$ cat src/rtl/alu_pkg.sv
// alu_pkg: operation codes, engine state encoding and control width shared by
// alu_muldiv and its iterative multiply/divide engine.
package alu_pkg;

    localparam int ALU_CTRL_W = 4;

    typedef enum logic [ALU_CTRL_W-1:0] {
        ALU_AND   = 4'b0000,
        ALU_OR    = 4'b0001,
        ALU_ADD   = 4'b0010,
        ALU_SUB   = 4'b0110,
        ALU_SLT   = 4'b0111,
        ALU_MULT  = 4'b1000,
        ALU_MULTU = 4'b1001,
        ALU_DIV   = 4'b1010,
        ALU_DIVU  = 4'b1011,
        ALU_NOR   = 4'b1100
    } alu_op_e;

    typedef enum logic [1:0] {
        IDLE,
        SETUP,
        ITER,
        FIX
    } muldiv_state_e;

    // Codes 10xx select the multi-cycle engine; bit 1 picks divide, bit 0 unsigned.
    function automatic logic is_muldiv(input logic [ALU_CTRL_W-1:0] op);
        return op[3:2] == 2'b10;
    endfunction

endpackage

$ cat src/rtl/muldiv_seq.sv
// muldiv_seq: iterative shift-add multiplier / restoring divider working on
// operand magnitudes, one step per clock, with a final sign fix-up into HI/LO.
module muldiv_seq #(
    parameter int WIDTH = 32
) (
    input  logic             clk,
    input  logic             reset,
    input  logic             start_i,
    input  logic             is_div_i,
    input  logic             is_signed_i,
    input  logic [WIDTH-1:0] a_i,
    input  logic [WIDTH-1:0] b_i,
    output logic             busy_o,
    output logic             done_o,
    output logic             dbz_o,
    output logic [WIDTH-1:0] hi_o,
    output logic [WIDTH-1:0] lo_o
);
    import alu_pkg::*;

    localparam int            CW         = $clog2(WIDTH + 1);
    localparam logic [CW-1:0] COUNT_INIT = CW'(WIDTH);
    localparam logic [CW-1:0] COUNT_ONE  = CW'(1);

    muldiv_state_e   state_q, state_d;
    logic [CW-1:0]   count_q, count_d;
    logic            is_div_q, is_div_d;
    logic            a_neg_q, a_neg_d;
    logic            res_neg_q, res_neg_d;
    logic [WIDTH-1:0] b_q, b_d;
    logic [WIDTH-1:0] rem_q, rem_d;
    logic [WIDTH-1:0] quo_q, quo_d;
    logic [WIDTH-1:0] hi_q, hi_d;
    logic [WIDTH-1:0] lo_q, lo_d;
    logic            done_q, done_d;
    logic            dbz_q, dbz_d;

    logic [WIDTH-1:0]   a_mag, b_mag, mul_addend;
    logic [WIDTH:0]     mul_sum, div_shift, div_diff;
    logic [WIDTH-1:0]   step_rem, step_quo;
    logic [2*WIDTH-1:0] prod, prod_fix;
    logic [WIDTH-1:0]   quo_fix, rem_fix;

    // rem_q holds the running upper product half (mul) or partial remainder (div);
    // quo_q holds the shifting multiplier (mul) or dividend turning into quotient (div).
    always_comb begin
        a_mag      = (is_signed_i && a_i[WIDTH-1]) ? -a_i : a_i;
        b_mag      = (is_signed_i && b_i[WIDTH-1]) ? -b_i : b_i;
        mul_addend = quo_q[0] ? b_q : '0;
        mul_sum    = {1'b0, rem_q} + {1'b0, mul_addend};
        div_shift  = {rem_q, quo_q[WIDTH-1]};
        div_diff   = div_shift - {1'b0, b_q};

        if (is_div_q) begin
            if (div_diff[WIDTH]) begin
                step_rem = div_shift[WIDTH-1:0];
                step_quo = {quo_q[WIDTH-2:0], 1'b0};
            end else begin
                step_rem = div_diff[WIDTH-1:0];
                step_quo = {quo_q[WIDTH-2:0], 1'b1};
            end
        end else begin
            step_rem = mul_sum[WIDTH:1];
            step_quo = {mul_sum[0], quo_q[WIDTH-1:1]};
        end

        prod     = {rem_q, quo_q};
        prod_fix = res_neg_q ? -prod : prod;
        quo_fix  = res_neg_q ? -quo_q : quo_q;
        rem_fix  = a_neg_q ? -rem_q : rem_q;
    end

    always_comb begin
        state_d   = state_q;
        count_d   = count_q;
        is_div_d  = is_div_q;
        a_neg_d   = a_neg_q;
        res_neg_d = res_neg_q;
        b_d       = b_q;
        rem_d     = rem_q;
        quo_d     = quo_q;
        hi_d      = hi_q;
        lo_d      = lo_q;
        done_d    = 1'b0;
        dbz_d     = 1'b0;

        case (state_q)
            IDLE: begin
                if (start_i) begin
                    state_d   = SETUP;
                    count_d   = COUNT_INIT;
                    is_div_d  = is_div_i;
                    a_neg_d   = is_signed_i && a_i[WIDTH-1];
                    res_neg_d = is_signed_i && (a_i[WIDTH-1] ^ b_i[WIDTH-1]);
                    b_d       = b_mag;
                    rem_d     = '0;
                    quo_d     = a_mag;
                end
            end
            SETUP: begin
                if (is_div_q && (b_q == '0)) begin
                    state_d = IDLE;
                    count_d = '0;
                    done_d  = 1'b1;
                    dbz_d   = 1'b1;
                end else begin
                    state_d = ITER;
                    count_d = count_q - COUNT_ONE;
                    rem_d   = step_rem;
                    quo_d   = step_quo;
                end
            end
            ITER: begin
                count_d = count_q - COUNT_ONE;
                rem_d   = step_rem;
                quo_d   = step_quo;
                if (count_q == COUNT_ONE) begin
                    state_d = FIX;
                end
            end
            FIX: begin
                state_d = IDLE;
                done_d  = 1'b1;
                if (is_div_q) begin
                    hi_d = rem_fix;
                    lo_d = quo_fix;
                end else begin
                    hi_d = prod_fix[2*WIDTH-1:WIDTH];
                    lo_d = prod_fix[WIDTH-1:0];
                end
            end
            default: state_d = IDLE;
        endcase
    end

    always_ff @(posedge clk or posedge reset) begin
        if (reset) begin
            state_q   <= IDLE;
            count_q   <= '0;
            is_div_q  <= 1'b0;
            a_neg_q   <= 1'b0;
            res_neg_q <= 1'b0;
            b_q       <= '0;
            rem_q     <= '0;
            quo_q     <= '0;
            hi_q      <= '0;
            lo_q      <= '0;
            done_q    <= 1'b0;
            dbz_q     <= 1'b0;
        end else begin
            state_q   <= state_d;
            count_q   <= count_d;
            is_div_q  <= is_div_d;
            a_neg_q   <= a_neg_d;
            res_neg_q <= res_neg_d;
            b_q       <= b_d;
            rem_q     <= rem_d;
            quo_q     <= quo_d;
            hi_q      <= hi_d;
            lo_q      <= lo_d;
            done_q    <= done_d;
            dbz_q     <= dbz_d;
        end
    end

    assign busy_o = (state_q != IDLE);
    assign done_o = done_q;
    assign dbz_o  = dbz_q;
    assign hi_o   = hi_q;
    assign lo_o   = lo_q;

endmodule

$ cat src/rtl/alu_muldiv.sv
// alu_muldiv: registered EX-stage ALU with start/busy/done handshake. Defining
// ALU_MULDIV_EN adds the iterative MULT/MULTU/DIV/DIVU engine and HI/LO registers.
module alu_muldiv
    import alu_pkg::*;
#(
    parameter int WIDTH = 32
) (
    input  logic                  clk,
    input  logic                  reset,
    input  logic                  start,
    input  logic [ALU_CTRL_W-1:0] alu_control,
    input  logic [WIDTH-1:0]      srcA,
    input  logic [WIDTH-1:0]      srcB,
    output logic [WIDTH-1:0]      alu_result,
    output logic                  zero,
    output logic [WIDTH-1:0]      hi,
    output logic [WIDTH-1:0]      lo,
    output logic                  busy,
    output logic                  done,
    output logic                  div_by_zero
);

    logic [WIDTH-1:0] alu_out;
    logic [WIDTH-1:0] alu_result_q, alu_result_d;
    logic             zero_q, zero_d;
    logic             sc_done_q, sc_done_d;
    logic             accept, sc_accept;

    always_comb begin
        alu_out = '0;
        case (alu_op_e'(alu_control))
            ALU_AND: alu_out = srcA & srcB;
            ALU_OR:  alu_out = srcA | srcB;
            ALU_ADD: alu_out = srcA + srcB;
            ALU_SUB: alu_out = srcA - srcB;
            ALU_SLT: alu_out = {{(WIDTH-1){1'b0}}, ($signed(srcA) < $signed(srcB))};
            ALU_NOR: alu_out = ~(srcA | srcB);
            default: alu_out = '0;
        endcase
    end

    // A start is only taken while idle; anything issued during a mul/div is dropped.
    assign accept = start && !busy;

`ifdef ALU_MULDIV_EN
    logic             md_start, md_busy, md_done, md_dbz;
    logic [WIDTH-1:0] md_hi, md_lo;

    assign md_start  = accept && is_muldiv(alu_control);
    assign sc_accept = accept && !is_muldiv(alu_control);

    muldiv_seq #(
        .WIDTH(WIDTH)
    ) u_muldiv (
        .clk        (clk),
        .reset      (reset),
        .start_i    (md_start),
        .is_div_i   (alu_control[1]),
        .is_signed_i(!alu_control[0]),
        .a_i        (srcA),
        .b_i        (srcB),
        .busy_o     (md_busy),
        .done_o     (md_done),
        .dbz_o      (md_dbz),
        .hi_o       (md_hi),
        .lo_o       (md_lo)
    );

    assign busy        = md_busy;
    assign hi          = md_hi;
    assign lo          = md_lo;
    assign div_by_zero = md_dbz;
    assign done        = sc_done_q | md_done;
`else
    assign sc_accept   = accept;
    assign busy        = 1'b0;
    assign hi          = '0;
    assign lo          = '0;
    assign div_by_zero = 1'b0;
    assign done        = sc_done_q;
`endif

    always_comb begin
        alu_result_d = sc_accept ? alu_out : alu_result_q;
        zero_d       = sc_accept ? (alu_out == '0) : zero_q;
        sc_done_d    = sc_accept;
    end

    always_ff @(posedge clk or posedge reset) begin
        if (reset) begin
            alu_result_q <= '0;
            zero_q       <= 1'b0;
            sc_done_q    <= 1'b0;
        end else begin
            alu_result_q <= alu_result_d;
            zero_q       <= zero_d;
            sc_done_q    <= sc_done_d;
        end
    end

    assign alu_result = alu_result_q;
    assign zero       = zero_q;

endmodule
$ cat config.mk
export PLATFORM = sky130hd
export DESIGN_NAME = alu_muldiv
export DESIGN_NICKNAME = d
export VERILOG_FILES = /design/src/rtl/alu_pkg.sv /design/src/rtl/muldiv_seq.sv /design/src/rtl/alu_muldiv.sv
export SDC_FILE = /design/constraint.sdc
export NUM_CORES = 1
export LEC_CHECK = 0
export CELL_PAD_IN_SITES_DETAIL_PLACEMENT = 0
export CELL_PAD_IN_SITES_GLOBAL_PLACEMENT = 1
export CORE_ASPECT_RATIO = 0.5
export CORE_UTILIZATION = 34
export DETAILED_ROUTE_END_ITERATION = 7
export HOLD_SLACK_MARGIN = 0.12
export PLACE_DENSITY = 0.76
export SETUP_SLACK_MARGIN = 0.1
export SYNTH_ARGS = -nofsm -noshare
export SYNTH_HDL_FRONTEND = slang
export SYNTH_SLANG_ARGS = --single-unit
export TNS_END_PERCENT = 30
$ cat constraint.sdc
create_clock -name clk -period 1.1 [get_ports clk]
set_input_delay 0.33 -clock clk [delete_from_list [all_inputs] [get_ports clk]]
set_output_delay 0.33 -clock clk [all_outputs]
set_load 0.005 [all_outputs]
==> summary.txt, run 1 <==
Pin count of the biggest net entering global routing - 55
GRT Residual Overflow - 0
Worst vdd ir - 646 µV
Port Buffers - 104
R2R cell count - 2
DP Worst Slack - -3080 ps
N_diodes - 0
DRC Markers - 0
DRT iter0 DRCs - 582
Post-DP HPWL - 24700 µm
Final core utilization - 0.633
Setup crit end kind - flip-flop
Initial core utilization - 0.350
Slew @ Worst Pin - 619 ps
Post-route ant nets - 0
Layout area overhead - 81.1%
R2r endpoint - zero
Worst rel slew slack - 0.588
CTS Buf Count - 5
Final setup violation count - 59
R2R Setup Slk - 230 ps
Synth cell types - 90
WP data required - 1320 ps
Detailed Route WL - 31800 µm
TritonCTS clock tree - yes
Crit-path cells - buf_6, buf_6, inv_12, ha_4, fa_2, o21ba_4, or4_4, buf_6, a21oi_4, o21ai_4, o311ai_4, a211oi_2, a2111o_1, o21ai_2, nand2b_1, nor4_2, a41o_1
Startpoint types - input port
Clock Tree Root - clkbuf_16
CP Max Fanout - 3
Sum of buffers and inverters on the critical path - 4
Core area - 20700 µm²
Rows - 37
Min Clock Period, post-route - 3370 ps
Die X - 208 µm
Final hold violations - 0
Clock-pin slew on the worst setup and hold paths - 50 ps
I/O pins - 171
Layout Nets - 1679
Via count - 9413
CP peak stage delay - 430 ps
Top cell family by delay on the critical path - compound AO/OA/AOI/OAI gates
Initial antenna violation count - 0
First-pass DRT Iterations - 6
Htree depth - 2
Finished Layout Cells - 1778
Lkg Pwr - 6.18 nW
Die H - 105 µm
Critical Path AT - 3590 ps
Fin area - 13100 µm²
Pins Over Slew Limit - 0
HP Class - input port to asynchronous set/reset pin
Total power draw - 9.67 mW
Tot GR Track Use - 0.278
Final setup margin - -2270 ps
Clk sink count - 34
Most frequent cell on the critical path - buf_6
Mapped cell area - 7240 µm²
Yosys reg bits - 34
EDFF count, synth - 0
Total of max-cap violations - 0
Commonest non-fill, non-tap cell in the layout - buf_4
Placed Cells - 1719
Share of post-route cells with drive strength above 1 - 0.522
Worst-Skew Late Latency - 270 ps
Post-Synthesis Cells - 999
FMAX - 297 MHz
First-pass GRT wire length - 48800 µm
Sequential area share after synthesis - 0.118
Cell Pwr Density - 738 nW/µm²
WL/cell - 17.9 µm
Failing checks - setup timing
Die area - 21900 µm²
Most frequent cells in the layout - buf_4, nor2_1, conb_1
Warnings from Yosys - 0
Placed inst area - 11300 µm²
Status - finished, violations left
Period utilization - 3.06
Crit Path Class - input port to flip-flop
Fillers - 1884
Vias in the first global route - 9206
Async S/R FF share, synth - 1.00
RSZ-0062 raised after global routing - true
Mean Syn Cell Area - 7.24 µm²
Fin Clk Skew - 0 ps
Slowest-stage cell, CP - or4_4
FF-to-FF Start - zero
Drt via density - 5.29
Ys flop type - dfrtp_1
Placer Congestion - 0.946
Bufs on Longest Clock Path - 2
metal layers:
metal,vias up,GRT usage,wire length [µm]
met4,0,0.0524,322
li1,4503,-,-
met1,4562,0.388,14900
met3,26,0.0418,1950
met2,322,0.454,14700
met5,-,0,0
cell usage after synthesis (all sizes together), types with 7 or more instances:
library cell  number  share of area
a211oi            14          0.016
a21o              10          0.010
a21oi             95          0.067
a221o             10          0.014
a221oi            13          0.017
a22oi             21          0.022
a31oi             16          0.014
buf               84          0.080
clkbuf            40          0.021
dfrtp             34           0.12
ha               102           0.18
inv              101          0.052
mux2               9          0.014
nand2             53          0.027
nand2b             8         0.0069
nand3             14         0.0097
nand4             10         0.0086
nor2             100          0.052
nor2b             11         0.0095
nor3              17          0.012
nor4              11          0.011
o21ai             58          0.040
o21bai            12          0.012
o221ai             9          0.011
o31a               7         0.0085
o31ai              8         0.0083
or2                8         0.0069
how the worst max path moves through the flow:
| stage | slack (ps) | start | end | cells after the start |
|---|---|---|---|---|
| CTS | -2340 | srcA[0] | zero | 16 |
| floorplan | -2110 | srcA[0] | zero | 14 |
| global placement | -2960 | srcA[0] | zero | 17 |
| finish | -2270 | srcA[0] | zero | 17 |
| global route | -2420 | srcA[0] | zero | 18 |
| detailed placement | -3080 | srcA[0] | zero | 17 |
cell families after synthesis:
| logic type | synth area share |
|---|---|
| buffers and inverters | 0.153 |
| and+or+nand+nor | 0.181 |
| AOI/OAI and AO/OA | 0.341 |
| adders and majority gates | 0.182 |
| other | 0.000518 |
| DFF | 0.118 |
| muxes | 0.0209 |
| xor gates and xnor gates | 0.00363 |
metrics by stage:
step                setup TNS, ps  hold slack (ps)
finish                     -55080              397
CTS                        -56010              405
floorplan                  -45210              361
global route               -58570              440
detailed placement         -81780              473
global placement           -79680              467
where the power goes:
group | total [mW] | switching (mW) | internal (mW)
combinational | 6.60 | 3.20 | 3.40
sequential | 1.54 | 0.114 | 1.42
clock | 1.53 | 0.504 | 1.02
total | 9.67 | 3.82 | 5.85
registers in the layout (all words and copies together) (netlist names):
name and flops:
alu_result 32, done 1, zero 1
area by class of cell:
type                    count  area [µm²]  area share
multi-input cells         805        6930       0.529
repair buffers            557        4410       0.337
flip-flops and latches     34         851      0.0649
inverters                 101         399      0.0305
well taps                 273         342      0.0261
clock buffers               8         166      0.0127
worst reg2reg max path, stage by stage, from the launching register on:
cell,delay (ps)
dfrtp_1,400
nor2b_1,140
a41o_1,220
repair_timing:
action	in CTS	in global routing
setup endpoints to repair	67	67
setup buffers	36	20
pin swaps	84	73
hold buffers	0	0
resized for setup	420	125
No activity file was read; power rests on OpenSTA's default activity.
==> inputs of run 2 (changes only) <==
RECOVER_POWER = 50   (was not set)
==> run 2 against run 1 <==
Effect of this change: the flow still finishes with violations (setup timing); via count down 0.19%; clock power about the same; largest power group unchanged; sequential power about the same; final cell count unchanged; flip-flop and latch count unchanged; critical path depth unchanged; critical path type unchanged; routed wire length about the same.
==> summary.txt, run 2 (synthesis gave the netlist of run 1 again) <==
WP data required - 1320 ps (about the same)
First-pass GRT wire length - 48800 µm (unchanged)
Share of post-route cells with drive strength above 1 - 0.522 (unchanged)
Worst rel slew slack - 0.586 (-0.00157)
Total of max-cap violations - 0 (unchanged)
Min Clock Period, post-route - 3370 ps (-1.24 ps)
Bufs on Longest Clock Path - 2 (unchanged)
Initial core utilization - 0.350 (unchanged)
Placed inst area - 11300 µm² (unchanged)
Critical Path AT - 3590 ps (about the same)
WL/cell - 17.9 µm (about the same)
Placed Cells - 1719 (unchanged)
Via count - 9395 (-0.19%)
Post-DP HPWL - 24700 µm (unchanged)
Initial antenna violation count - 0 (unchanged)
Post-route ant nets - 0 (unchanged)
Hold path depth - 1
Die X - 208 µm (unchanged)
Pins Over Slew Limit - 0 (unchanged)
Placer Congestion - 0.946 (unchanged)
Final hold violations - 0 (unchanged)
Fin Clk Skew - 0 ps (unchanged)
Port Buffers - 104 (unchanged)
Layout area overhead - 80.9% (about the same)
Finished Layout Cells - 1778 (unchanged)
Status - finished, violations left
Setup crit end kind - flip-flop
Most frequent cells in the layout - buf_4, nor2_1, conb_1
HP Class - flip-flop to flip-flop
Clock-pin slew on the worst setup and hold paths - 50 ps (about the same)
Total power draw - 9.67 mW (about the same)
R2R cell count - 2 (unchanged)
Period utilization - 3.06 (about the same)
Lkg Pwr - 6.18 nW (about the same)
Largest register FFs - 32 (unchanged)
Worst-Skew Late Latency - 280 ps (about the same)
Layout Nets - 1679 (unchanged)
I/O pins - 171 (unchanged)
FMAX - 297 MHz (about the same)
First-pass DRT Iterations - 6 (unchanged)
N_diodes - 0 (unchanged)
Crit Path Class - input port to flip-flop
Die area - 21900 µm² (unchanged)
Core area - 20700 µm² (unchanged)
Final setup violation count - 60 (+1.7%)
Tot GR Track Use - 0.278 (unchanged)
Rows - 37 (unchanged)
Final setup margin - -2270 ps (+1.24 ps)
Worst vdd ir - 647 µV (+0.20%)
GRT Residual Overflow - 0 (unchanged)
Detailed Route WL - 31800 µm (about the same)
TritonCTS clock tree - yes
Cell Pwr Density - 738 nW/µm² (about the same)
Clock Tree Root - clkbuf_16
Htree depth - 2 (unchanged)
Commonest non-fill, non-tap cell in the layout - buf_4
RSZ-0062 raised after global routing - true
DRT iter0 DRCs - 583 (+0.17%)
Pin count of the biggest net entering global routing - 55 (unchanged)
Clk sink count - 34 (unchanged)
Die H - 105 µm (unchanged)
Startpoint types - input port
Drt via density - 5.28 (-0.19%)
CP Max Fanout - 3 (unchanged)
CTS Buf Count - 5 (unchanged)
DRC Markers - 0 (unchanged)
Failing checks - setup timing
Fin area - 13100 µm² (about the same)
Fin Hold WS - 480 ps (+83.2 ps)
Vias in the first global route - 9206 (unchanged)
Slew @ Worst Pin - 621 ps (+2.36 ps)
Hold_buf cts - 0 (unchanged)
-- run 2: changes by cell type in the layout (fill, tap and decap cells not counted), sizes merged --
cell           previous run  this run
buf                     471       470
dlygate4sd3               0         1
clkdlybuf4s50            24        23
clkbuf                   41        42
-- run 2: metrics by stage --
step / TNS [ps] / setup slack (ps) / util
final: -55050 / -2270 / 0.633
after global routing: -58570 / -2420 / 0.633
after CTS: -56010 / -2340 / 0.616
after detailed placement: -81780 / -3080 / 0.547
after global placement: -79680 / -2960 / 0.547
after floorplan: -45210 / -2110 / -
-- run 2: repair_timing --
action / in CTS / in global routing
gates resized for setup: 420 / 125
endpoints found under the setup margin: 67 / 67
pin swaps: 84 / 73
setup buffers: 36 / 20
-- run 2: worst paths after layout --
check	start	slack [ps]	to
hold reg to reg	alu_result[3]	480	alu_result[3]
max in group asynchronous	reset	150	alu_result[31]
setup / recovery	srcA[0]	-2270	zero
setup reg to reg	zero	220	zero
hold / removal	alu_result[3]	480	alu_result[3]
min in group asynchronous	reset	630	alu_result[2]
-- run 2: layout make-up --
cell class	count	area, µm²
Sequential cell	34	851
Timing Repair Buffer	557	4400
Fill cell	1886	7600
Clock buffer	8	166
Tap cell	273	342
Inverter	101	399
Multi-Input combinational cell	805	6930
-- run 2: power breakdown --
part / leakage, nW / internal [mW] / switching (mW)
registers: 0.411 / 1.42 / 0.114
clock network: 0.0832 / 1.02 / 0.509
logic: 5.68 / 3.39 / 3.20
-- run 2: routing by layer --
layer	routed length (µm)	vias up	track usage	share of wire
met2	14700	312	0.454	0.46
met5	0	-	0	0
met1	14900	4552	0.388	0.47
met3	1900	27	0.0418	0.060
li1	-	4504	-	-
met4	322	0	0.0524	0.010
-- run 2: critical path, cell delays in order --
cell and delay, ps:
buf_6 70, buf_6 120, inv_12 30, ha_4 150
fa_2 350, o21ba_4 230, or4_4 430, buf_6 140
a21oi_4 210, o21ai_4 110, o311ai_4 280, a211oi_2 140
a2111o_1 390, o21ai_2 90, nand2b_1 90, nor4_2 240
a41o_1 180
==> inputs of run 3 (changes only) <==
CORE_UTILIZATION = 40   (was 34)
PLACE_DENSITY = 0.85   (was 0.76)
clock period = 4.1 ns   (was 1.1 ns; I/O delays follow)
==> run 3 against run 2 <==
Effect of this change: the flow finishes with violations (DRC, capacitance limit, slew limit, setup timing); die area down 15%; core utilization up 3.4 points; clock skew unchanged; routed wire length down 8.4%.
==> summary.txt, run 3 (synthesis gave the netlist of run 1 again) <==
Worst setup path endpoint - zero
Largest register FFs - 32 (unchanged)
CP peak stage delay - 490 ps (+60 ps)
Worst vdd ir - 164 µV (-75%)
Port Buffers - 104 (unchanged)
Core area - 17500 µm² (-15%)
Final setup violation count - 9 (-85%)
Critical Path AT - 4660 ps (+1070 ps)
Hold_buf cts - 0 (unchanged)
First-pass GRT wire length - 45900 µm (-5.9%)
R2R cell count - 2 (unchanged)
R2r endpoint - zero
Die X - 192 µm (-7.7%)
Via count - 9307 (-0.94%)
FMAX - 225 MHz
Total power draw - 2.33 mW (-76%)
Detailed Route WL - 29200 µm (-8.4%)
Tot GR Track Use - 0.304 (+0.0252)
Finished Layout Cells - 1636 (-8.0%)
Final setup margin - -352 ps (+1920 ps)
Commonest non-fill, non-tap cell in the layout - buf_4
Total of max-cap violations - 2 (+2)
Initial antenna violation count - 0 (unchanged)
Share of post-route cells with drive strength above 1 - 0.366 (-0.156)
Htree depth - 2 (unchanged)
Bufs on Longest Clock Path - 2 (unchanged)
R2R Setup Slk - 3150 ps (+2930 ps)
DRC Markers - 19 (+19)
Worst-Skew Late Latency - 270 ps (about the same)
Crit Path Class - input port to flip-flop
CTS Buf Count - 5 (unchanged)
Lkg Pwr - 5.61 nW (-9.2%)
DRT iter0 DRCs - 968 (+66%)
Startpoint types - input port
Placed Cells - 1606 (-6.6%)
Drt via density - 5.69 (+7.7%)
WL/cell - 17.8 µm (-0.43%)
GRT Residual Overflow - 0 (unchanged)
WP data required - 4310 ps (+2990 ps)
Slew @ Worst Pin - 2320 ps (+1700 ps)
Pins Over Slew Limit - 90 (+90)
Layout area overhead - 61.5%
Clock-pin slew on the worst setup and hold paths - 50 ps (about the same)
Cell Pwr Density - 200 nW/µm² (-73%)
Post-route ant nets - 0 (unchanged)
N_diodes - 0 (unchanged)
Pin count of the biggest net entering global routing - 55 (unchanged)
Slowest-stage cell, CP - or4_4
Final core utilization - 0.667 (+0.0343)
Most frequent cells in the layout - buf_4, nor2_1, ha_1
Rows - 34 (-8.1%)
CP Max Fanout - 3 (unchanged)
Die area - 18700 µm² (-15%)
Min Clock Period, post-route - 4450 ps
Final hold violations - 0 (unchanged)
FF-to-FF Start - zero
Placer Congestion - 1.01 (+6.7%)
First-pass DRT Iterations - 8 (+2)
Post-DP HPWL - 22400 µm (-9.3%)
Failing checks - DRC, capacitance limit, slew limit, setup timing
Fin Clk Skew - 0 ps (unchanged)
HP Class - flip-flop to flip-flop
Crit-path cells - buf_6, buf_6, inv_12, ha_4, fa_2, o21ba_4, or4_4, buf_6, a21oi_4, o21ai_4, o311ai_4, buf_4, buf_6, o221ai_1, a21oi_2, nand4_1, nor4_2, a41o_1
Clk sink count - 34 (unchanged)
Vias in the first global route - 8954 (-2.7%)
Initial core utilization - 0.413 (+0.0632)
Worst rel slew slack - -0.548 (-1.13)
Layout Nets - 1576 (-6.1%)
Clock Tree Root - clkbuf_16
I/O pins - 171 (unchanged)
TritonCTS clock tree - yes
Period utilization - 1.09
Setup crit end kind - flip-flop
Crit path launch - srcA[0]
Die H - 97.1 µm (-7.7%)
RSZ-0062 raised after global routing - true
Most frequent cell on the critical path - buf_6
Status - finished, violations left
[run 3: what timing repair did]
item                                   CTS  global route
resized for setup                      113            87
setup endpoints to repair               22            20
setup buffers                            9            15
endpoints found under the hold margin    0             0
pin swaps                               37            44
[run 3: cell type report]
class	count	area, µm²
clock buffer	6	139
clock inverter	2	12.5
fill	1429	5840
inverter	101	397
multi-input combinational	805	6250
sequential	34	851
tap	234	293
timing repair buffer	454	3750
[run 3: stage by stage]
| stage | hold slack, ps | setup TNS (ps) | setup WS (ps) | cell area, µm² |
|---|---|---|---|---|
| final | 500 | -1560 | -352 | 11700 |
| after global routing | 518 | -2220 | -449 | 11700 |
| after CTS | 503 | -836 | -454 | 11300 |
| after detailed placement | 496 | -12380 | -1030 | 10700 |
| after global placement | 468 | -11420 | -942 | 10700 |
| after floorplan | 474 | -8.50 | -8.50 | 7520 |
[run 3: layer usage]
layer | track usage | vias to the layer above | routed length [µm]
met3 | 0.0599 | 111 | 3230
met5 | 0 | - | 0
met1 | 0.410 | 4327 | 12300
met4 | 0.0787 | 0 | 849
met2 | 0.491 | 579 | 12800
li1 | - | 4290 | -
[run 3: where the power goes]
part	internal [mW]	switching [mW]	leakage [nW]
clock	0.240	0.134	0.0729
combinational	0.787	0.758	5.13
sequential	0.382	0.0324	0.411
[run 3: worst max-delay path, delay by kind of cell]
kind	cells	cell delay, ps
and+or+nand+nor	3	870
AOI/OAI and AO/OA	7	1430
buffers and inverters	6	620
adders and majority gates	2	510
[run 3: worst min-delay path by stage]
stage / startpoint / end / slack [ps] / cells after the start
detailed placement: alu_result[29] / alu_result[29] / 500 / 1
finish: alu_result[29] / alu_result[29] / 500 / 1
global placement: alu_result[3] / alu_result[3] / 470 / 1
global route: alu_result[29] / alu_result[29] / 520 / 1
CTS: alu_result[3] / alu_result[3] / 500 / 1
floorplan: alu_result[3] / alu_result[3] / 470 / 1
